--- config.mk ---
export PLATFORM = sky130hd
export DESIGN_NAME = fetch_unit
export DESIGN_NICKNAME = d
export VERILOG_FILES = /design/src/rtl/fetch_unit.sv
export SDC_FILE = /design/constraint.sdc
export NUM_CORES = 1
export LEC_CHECK = 0
export CAP_MARGIN = 20
export CORE_AREA = 3 3 66 68
export CTS_CLUSTER_SIZE = 16
export DETAILED_ROUTE_END_ITERATION = 16
export DIE_AREA = 0 0 69 71
export GPL_TIMING_DRIVEN = 1
export PLACE_DENSITY = 0.67
export SYNTH_ARGS = -nofsm -noshare
export SYNTH_HDL_FRONTEND = slang
export SYNTH_SLANG_ARGS = --single-unit
--- constraint.sdc ---
create_clock -name clk -period 4 [get_ports clk]
set_clock_uncertainty 0.15 [all_clocks]
set_input_delay 0.8 -clock clk [delete_from_list [all_inputs] [get_ports clk]]
set_output_delay 0.8 -clock clk [all_outputs]
set_load 0.01 [all_outputs]
--- src/rtl/fetch_unit.sv ---
// Instruction fetch stage: BOOT/RUN/HALT sequencer with a one-entry output register to decode.
// Optional FETCH_BOUND_EN macro halts with a fault when the PC leaves [0, MEM_DEPTH).
module fetch_unit #(
    parameter logic [7:0]  RESET_PC  = 8'h00,
    parameter int unsigned MEM_DEPTH = 32
) (
    input  logic       clk,
    input  logic       rst_n,
    output logic [7:0] imem_addr,
    input  logic [7:0] imem_instr,
    output logic [7:0] instr,
    output logic [7:0] instr_pc,
    output logic       instr_valid,
    input  logic       instr_ready,
    input  logic       redirect_valid,
    input  logic [7:0] redirect_addr,
    input  logic       halt_req,
    output logic       halted,
    output logic       fault
);

    localparam logic [1:0] ST_BOOT = 2'd0;
    localparam logic [1:0] ST_RUN  = 2'd1;
    localparam logic [1:0] ST_HALT = 2'd2;

`ifdef FETCH_BOUND_EN
    localparam logic BOUND_EN = 1'b1;
`else
    localparam logic BOUND_EN = 1'b0;
`endif

    logic [1:0] r_state;
    logic [7:0] r_pc;
    logic [7:0] r_instr;
    logic [7:0] r_instr_pc;
    logic       r_valid;
    logic       r_halted;
    logic       r_fault;

    logic [1:0] w_state_nxt;
    logic [7:0] w_pc_nxt;
    logic [7:0] w_instr_nxt;
    logic [7:0] w_instr_pc_nxt;
    logic       w_valid_nxt;
    logic       w_halted_nxt;
    logic       w_fault_nxt;

    logic       w_consume;
    logic       w_fetch_slot;
    logic       w_pc_oob;
    logic       w_bound_hit;

    assign w_consume    = r_valid && instr_ready;
    assign w_fetch_slot = !r_valid || instr_ready;
    assign w_pc_oob     = ({24'd0, r_pc} >= MEM_DEPTH);
    // Constant 0 when the bound check is compiled out, so fault never sets.
    assign w_bound_hit  = BOUND_EN && w_pc_oob;

    // Next-state and datapath decisions; redirect outranks everything outside BOOT.
    always_comb begin
        w_state_nxt    = r_state;
        w_pc_nxt       = r_pc;
        w_instr_nxt    = r_instr;
        w_instr_pc_nxt = r_instr_pc;
        w_valid_nxt    = r_valid;
        w_halted_nxt   = r_halted;
        w_fault_nxt    = r_fault;
        case (r_state)
            ST_BOOT: begin
                w_state_nxt  = ST_RUN;
                w_halted_nxt = 1'b0;
            end
            ST_RUN: begin
                if (redirect_valid) begin
                    w_pc_nxt     = redirect_addr;
                    w_valid_nxt  = 1'b0;
                    w_fault_nxt  = 1'b0;
                    w_halted_nxt = 1'b0;
                    w_state_nxt  = ST_RUN;
                end else if (halt_req) begin
                    w_state_nxt  = ST_HALT;
                    w_halted_nxt = 1'b1;
                    if (w_consume) begin
                        w_valid_nxt = 1'b0;
                    end else begin
                        w_valid_nxt = r_valid;
                    end
                end else if (w_fetch_slot) begin
                    if (w_bound_hit) begin
                        w_state_nxt  = ST_HALT;
                        w_halted_nxt = 1'b1;
                        w_fault_nxt  = 1'b1;
                        w_valid_nxt  = 1'b0;
                    end else begin
                        w_instr_nxt    = imem_instr;
                        w_instr_pc_nxt = r_pc;
                        w_valid_nxt    = 1'b1;
                        w_pc_nxt       = r_pc + 8'd1;
                    end
                end else begin
                    w_valid_nxt = r_valid;
                end
            end
            ST_HALT: begin
                if (redirect_valid) begin
                    w_pc_nxt     = redirect_addr;
                    w_valid_nxt  = 1'b0;
                    w_fault_nxt  = 1'b0;
                    w_halted_nxt = 1'b0;
                    w_state_nxt  = ST_RUN;
                end else if (w_consume) begin
                    w_valid_nxt = 1'b0;
                end else begin
                    w_valid_nxt = r_valid;
                end
            end
            default: begin
                w_state_nxt  = ST_BOOT;
                w_pc_nxt     = RESET_PC;
                w_valid_nxt  = 1'b0;
                w_halted_nxt = 1'b0;
                w_fault_nxt  = 1'b0;
            end
        endcase
    end

    // State and output registers with asynchronous reset.
    always_ff @(posedge clk or negedge rst_n) begin
        if (!rst_n) begin
            r_state    <= ST_BOOT;
            r_pc       <= RESET_PC;
            r_instr    <= 8'h00;
            r_instr_pc <= 8'h00;
            r_valid    <= 1'b0;
            r_halted   <= 1'b0;
            r_fault    <= 1'b0;
        end else begin
            r_state    <= w_state_nxt;
            r_pc       <= w_pc_nxt;
            r_instr    <= w_instr_nxt;
            r_instr_pc <= w_instr_pc_nxt;
            r_valid    <= w_valid_nxt;
            r_halted   <= w_halted_nxt;
            r_fault    <= w_fault_nxt;
        end
    end

    assign imem_addr   = r_pc;
    assign instr       = r_instr;
    assign instr_pc    = r_instr_pc;
    assign instr_valid = r_valid;
    assign halted      = r_halted;
    assign fault       = r_fault;

endmodule

# Word level (Yosys, flattened, before mapping)
# Index checks and enable logic that the tools add are counted.
totals:
  regBits: 29
  output_inout_bits: 27
  wordCells: 49
op_classes:
  n_addsub: 1
  n_eq_ne: 8
  mux: 20
  bitwise: 3
  n_reduce_logical: 10
op_table:
  columns: ["cell", "n"]
  rows:
  - ["2-to-1 mux 8 bit", 4]
  - ["one-hot mux 8 bit (3 select lines)", 1]
  - ["!= test 3 bit, second input constant", 3]
  - ["adder 8 x 1 -> 8 bit, second input constant", 1]
  - ["2-to-1 mux 1 bit", 8]
  - ["AND reduction 4 bit", 2]
  - ["2-to-1 mux 2 bit", 3]
  - ["one-hot mux 2 bit (3 select lines)", 1]
  - ["AND reduction 2 bit", 3]
  - ["!= test 4 bit, second input constant", 1]
  - ["one-hot mux 1 bit (2 select lines)", 2]
  - ["NOT 1 bit", 3]
  - ["one-hot mux 1 bit (3 select lines)", 1]
  - ["== test 2 x 1 -> 1 bit, second input constant", 1]
  - ["== test 2 bit, second input constant", 1]
  - ["logical NOT 2 bit", 1]
  - ["!= test 2 x 1 -> 1 bit, second input constant", 1]
  - ["!= test 2 bit, second input constant", 1]
  - ["OR reduction 2 bit", 1]
  - ["logical AND 1 bit", 1]
  - ["logical NOT 1 bit", 1]
  - ["logical OR 1 bit", 1]

# Longest topological paths before layout
depth:
  depth_word: 6
  ltp_mapped: 8
  ltp_nobuf: 6

# Worst setup path after synthesis
# No wires, ideal clock.
synth_path:
  path_type: "input port to flip-flop"
  start: "input port redirect_valid"
  end: "register r_pc[6], in the netlist imem_addr[6]"
  setup_time_ns: 0.126
  arrival_ns: 1.749
  setup_slack_ns: 1.975
  stages: 6
  path_buffers: 2
  path_cell_list: "buf_6 -> nor2b_4 -> buf_6 -> and4_4 -> a211o_1 -> a221o_1"
synth_via:
  elab_chain_cells: 2
  word_cells_on_any_way: 6
  classes_between: "eq/ne (3); mux (2); reduce/logical (1)"
synth_rtl:
  columns: ["item", "line", "source"]
  rows:
  - ["start, declared", "15", "input logic redirect_valid,"]
  - ["!= test 3 bit (no line), or another cell as far along", null, null]
  - ["AND reduction 4 bit (no line) or one-hot mux 8 bit (3 select lines) (tied branches)", null, null]
  - ["end signal, assigned", "139", "r_pc <= w_pc_nxt;"]
  - ["end, declared", "33", "logic [7:0] r_pc;"]
# Several ways; a longest one is shown, not always the timed one.
# A chain may end at the register's enable or synchronous reset.

# Final worst setup path
layout_path:
  start: "input port halt_req"
  end: "register r_pc[0], in the netlist imem_addr[0]"
layout_via:
  elab_chain_cells: 2
layout_rtl:
  columns: ["item", "line", "source"]
  rows:
  - ["start, declared", "17", "input logic halt_req,"]
  - ["!= test 3 bit (no line)", null, null]
  - ["AND reduction 4 bit (no line)", null, null]
# No other way between the ends.

==> metrics.cfg <==
[yosys]
synth_seq_area_share_pct = 46.8
yosysTopAreaCell = dfrtp_1
yosys_most_used_dff = dfrtp_1
synth_area_per_cell_um2 = 11.7
netlist_instances = 128
synth_fp_nets = 154
ys_async_sr_fraction_pct = 100
synth_seq_cells = 28
ys_top_cells_by_area = dfrtp_1 (47%), mux2_4 (8.0%), mux2_2 (5.3%)
syn-cell-area_um2 = 1500
synthDistinctLibCells = 37
synthDominantCellAreaShare_pct = 46.8
synth.yosys.warnings = 0
synth_edf_count = 0

[grt]
grt_pass1_vias = 1249
grt_first_pass_wirelength_mm = 5.84
grt_max_degree = 29
grt_usage_pct = 14.6
antenna_found_initial = 0
gr-total-overflow = 0

[pwr]
pwr-share-seq_pct = 36.5
leakage_nw = 0.881
switching_share_pct = 36.1
power_frac_comb_pct = 51.4
power.density_nw_per_um2 = 700
switchingPower_mw = 0.514
p_clk_share_pct = 12.2
vdd_ir_drop_max_v = 0.000277
internal-power_mw = 0.907

[sta]
period_share_pct = 59.7
period_needed_ns = 2.39
finalSetupViolations = 0
timing.fmax_mhz = 419
fin_tns_setup_ns = 0
max_slew_margin_pct = 63.5
hold_viol_final = 0
tightest_slew_ns = 0.547
rsz0062_at_grt = false
slew_violations = 0

[die]
die_h_um = 71
core_um2 = 3910
design.die.area_um2 = 4900
initial_core_util_pct = 38.3
die_w_um = 69
rows = 23
ios = 48

[layout]
fin_area_um2 = 2030
n_fill_cell = 361
final_common_cell = clkdlybuf4s50_1
num-nets-final = 200
final_layout_size_suffix_gt1_share_pct = 14.5
n_antenna_cell = 0
layout_common_cells = clkdlybuf4s50_1 (46), dfrtp_1 (28), inv_1 (8), mux2_4 (8), mux2_2 (7)
syn_to_final_growth_pct = 35.6

[place]
port_buffers = 46
place.gp.congestion = 0.862
dpl_cell_area_um2 = 1980
dp.final_hpwl_mm = 2.69

[setup_path]
start_kind = primary input
end_kind = flop
required_ns = 4.07
criticalPathCategory = primary input to flop
arrival_ns = 2.45
crit_fanout = 8

[routing]
num_vias = 1205
dr_wl_met3_um = 210
drtAntennaViolNets = 0
drc_errors = 0
wirelength_mm = 3.54
via_per_inst = 5.40
met1_length_mm = 1.60
drt_iter0_markers = 55
first_pass_iters = 4
wire_per_inst_um = 15.9
wl_met2_mm = 1.69
top_layer_used = met4

[run]
drv_cap = 0

[clock_network]
clk_pin_slew_ns = 0.09
clock_latency_ns = 0.27
cts_tree = built
cts_resized = 0
htreeDepth = 1
cts.sink_count = 28
clk_path_buf_depth = 2
post-cts-setup-buffers = 0
cts-hold-fix-buffers = 0
root_buffer = clkbuf_8
cts-buffers-inserted = 3

[status]
status = finished clean

[hold_path]
worstHoldPathType = flop to flop

[registers in the layout, indices dropped and copies added, names as in the netlist]
register,cells
halted,1
imem_addr,8
instr,8
instr_pc,8
instr_valid,1
r_state,2
[metrics by stage]
stage	cells	hold slack [ns]	total power [mW]	setup WS [ns]	util (%)
global placement	219	0.317	1.23	1.39	50.5
floorplan	128	0.354	0.922	1.97	-
detailed placement	219	0.329	1.26	1.32	50.5
global route	223	0.378	1.51	1.47	51.9
CTS	223	0.352	1.44	1.61	51.9
finish	223	0.354	1.42	1.61	51.9
[per-layer routing]
metal	track usage [%]	vias up
met5	0	-
li1	-	563
met1	18.7	586
met4	6.51	0
met3	2.84	4
met2	23.8	52
[area by class of cell]
cell class / count / area [um^2] / share of cell area, %
Clock buffer: 4 / 55.1 / 2.71
Inverter: 8 / 30.0 / 1.48
Multi-Input combinational cell: 86 / 714 / 35.2
Sequential cell: 28 / 701 / 34.5
Tap cell: 50 / 62.6 / 3.08
Timing Repair Buffer: 47 / 468 / 23.0
[kinds of logic after synthesis]
group | count (synthesis) | share of synthesized area, %
xor+xnor | 2 | 1.17
other cells | 1 | 0.250
flops | 28 | 46.8
mux | 16 | 14.0
compound gates | 30 | 14.9
fa+ha+maj | 5 | 4.18
simple gates | 32 | 13.3
buf+inv | 14 | 5.51
[worst paths after layout]
check	start	to	slack (ns)	cells past startpoint
max reg2reg	r_state[1]	imem_addr[0]	1.85	6
min in group asynchronous	rst_n	imem_addr[2]	0.75	2
max	halt_req	imem_addr[0]	1.61	5
min reg2reg	instr_pc[2]	instr_pc[2]	0.35	2
min	instr_pc[2]	instr_pc[2]	0.35	2
max in group asynchronous	rst_n	instr_valid	2.70	2
[power groups by stage]
stage	sequential, mW	clock [mW]	combinational, mW
after floorplan	0.555	0	0.367
after global placement	0.518	0	0.711
after detailed placement	0.523	0	0.732
after CTS	0.517	0.182	0.738
after global routing	0.534	0.193	0.781
final	0.518	0.173	0.730
[synth_stat cells, types with 4 or more instances]
cell type,instances
dfrtp_1,28
nand2b_1,4
nor2_1,4
inv_1,8
nand4_1,4
ha_1,5
o21ai_0,6
nand2_1,4
mux2_4,8
o31ai_1,6
a22oi_1,4
nand3_1,4
mux2_2,7
[critical path, cell delays in order]
cell and delay (ns):
clkdlybuf4s50_1 0.55, nor2_1 0.10, a211oi_2 0.52, or2_1 0.30
a22o_1 0.18
Power figures use the tool's default switching activity.
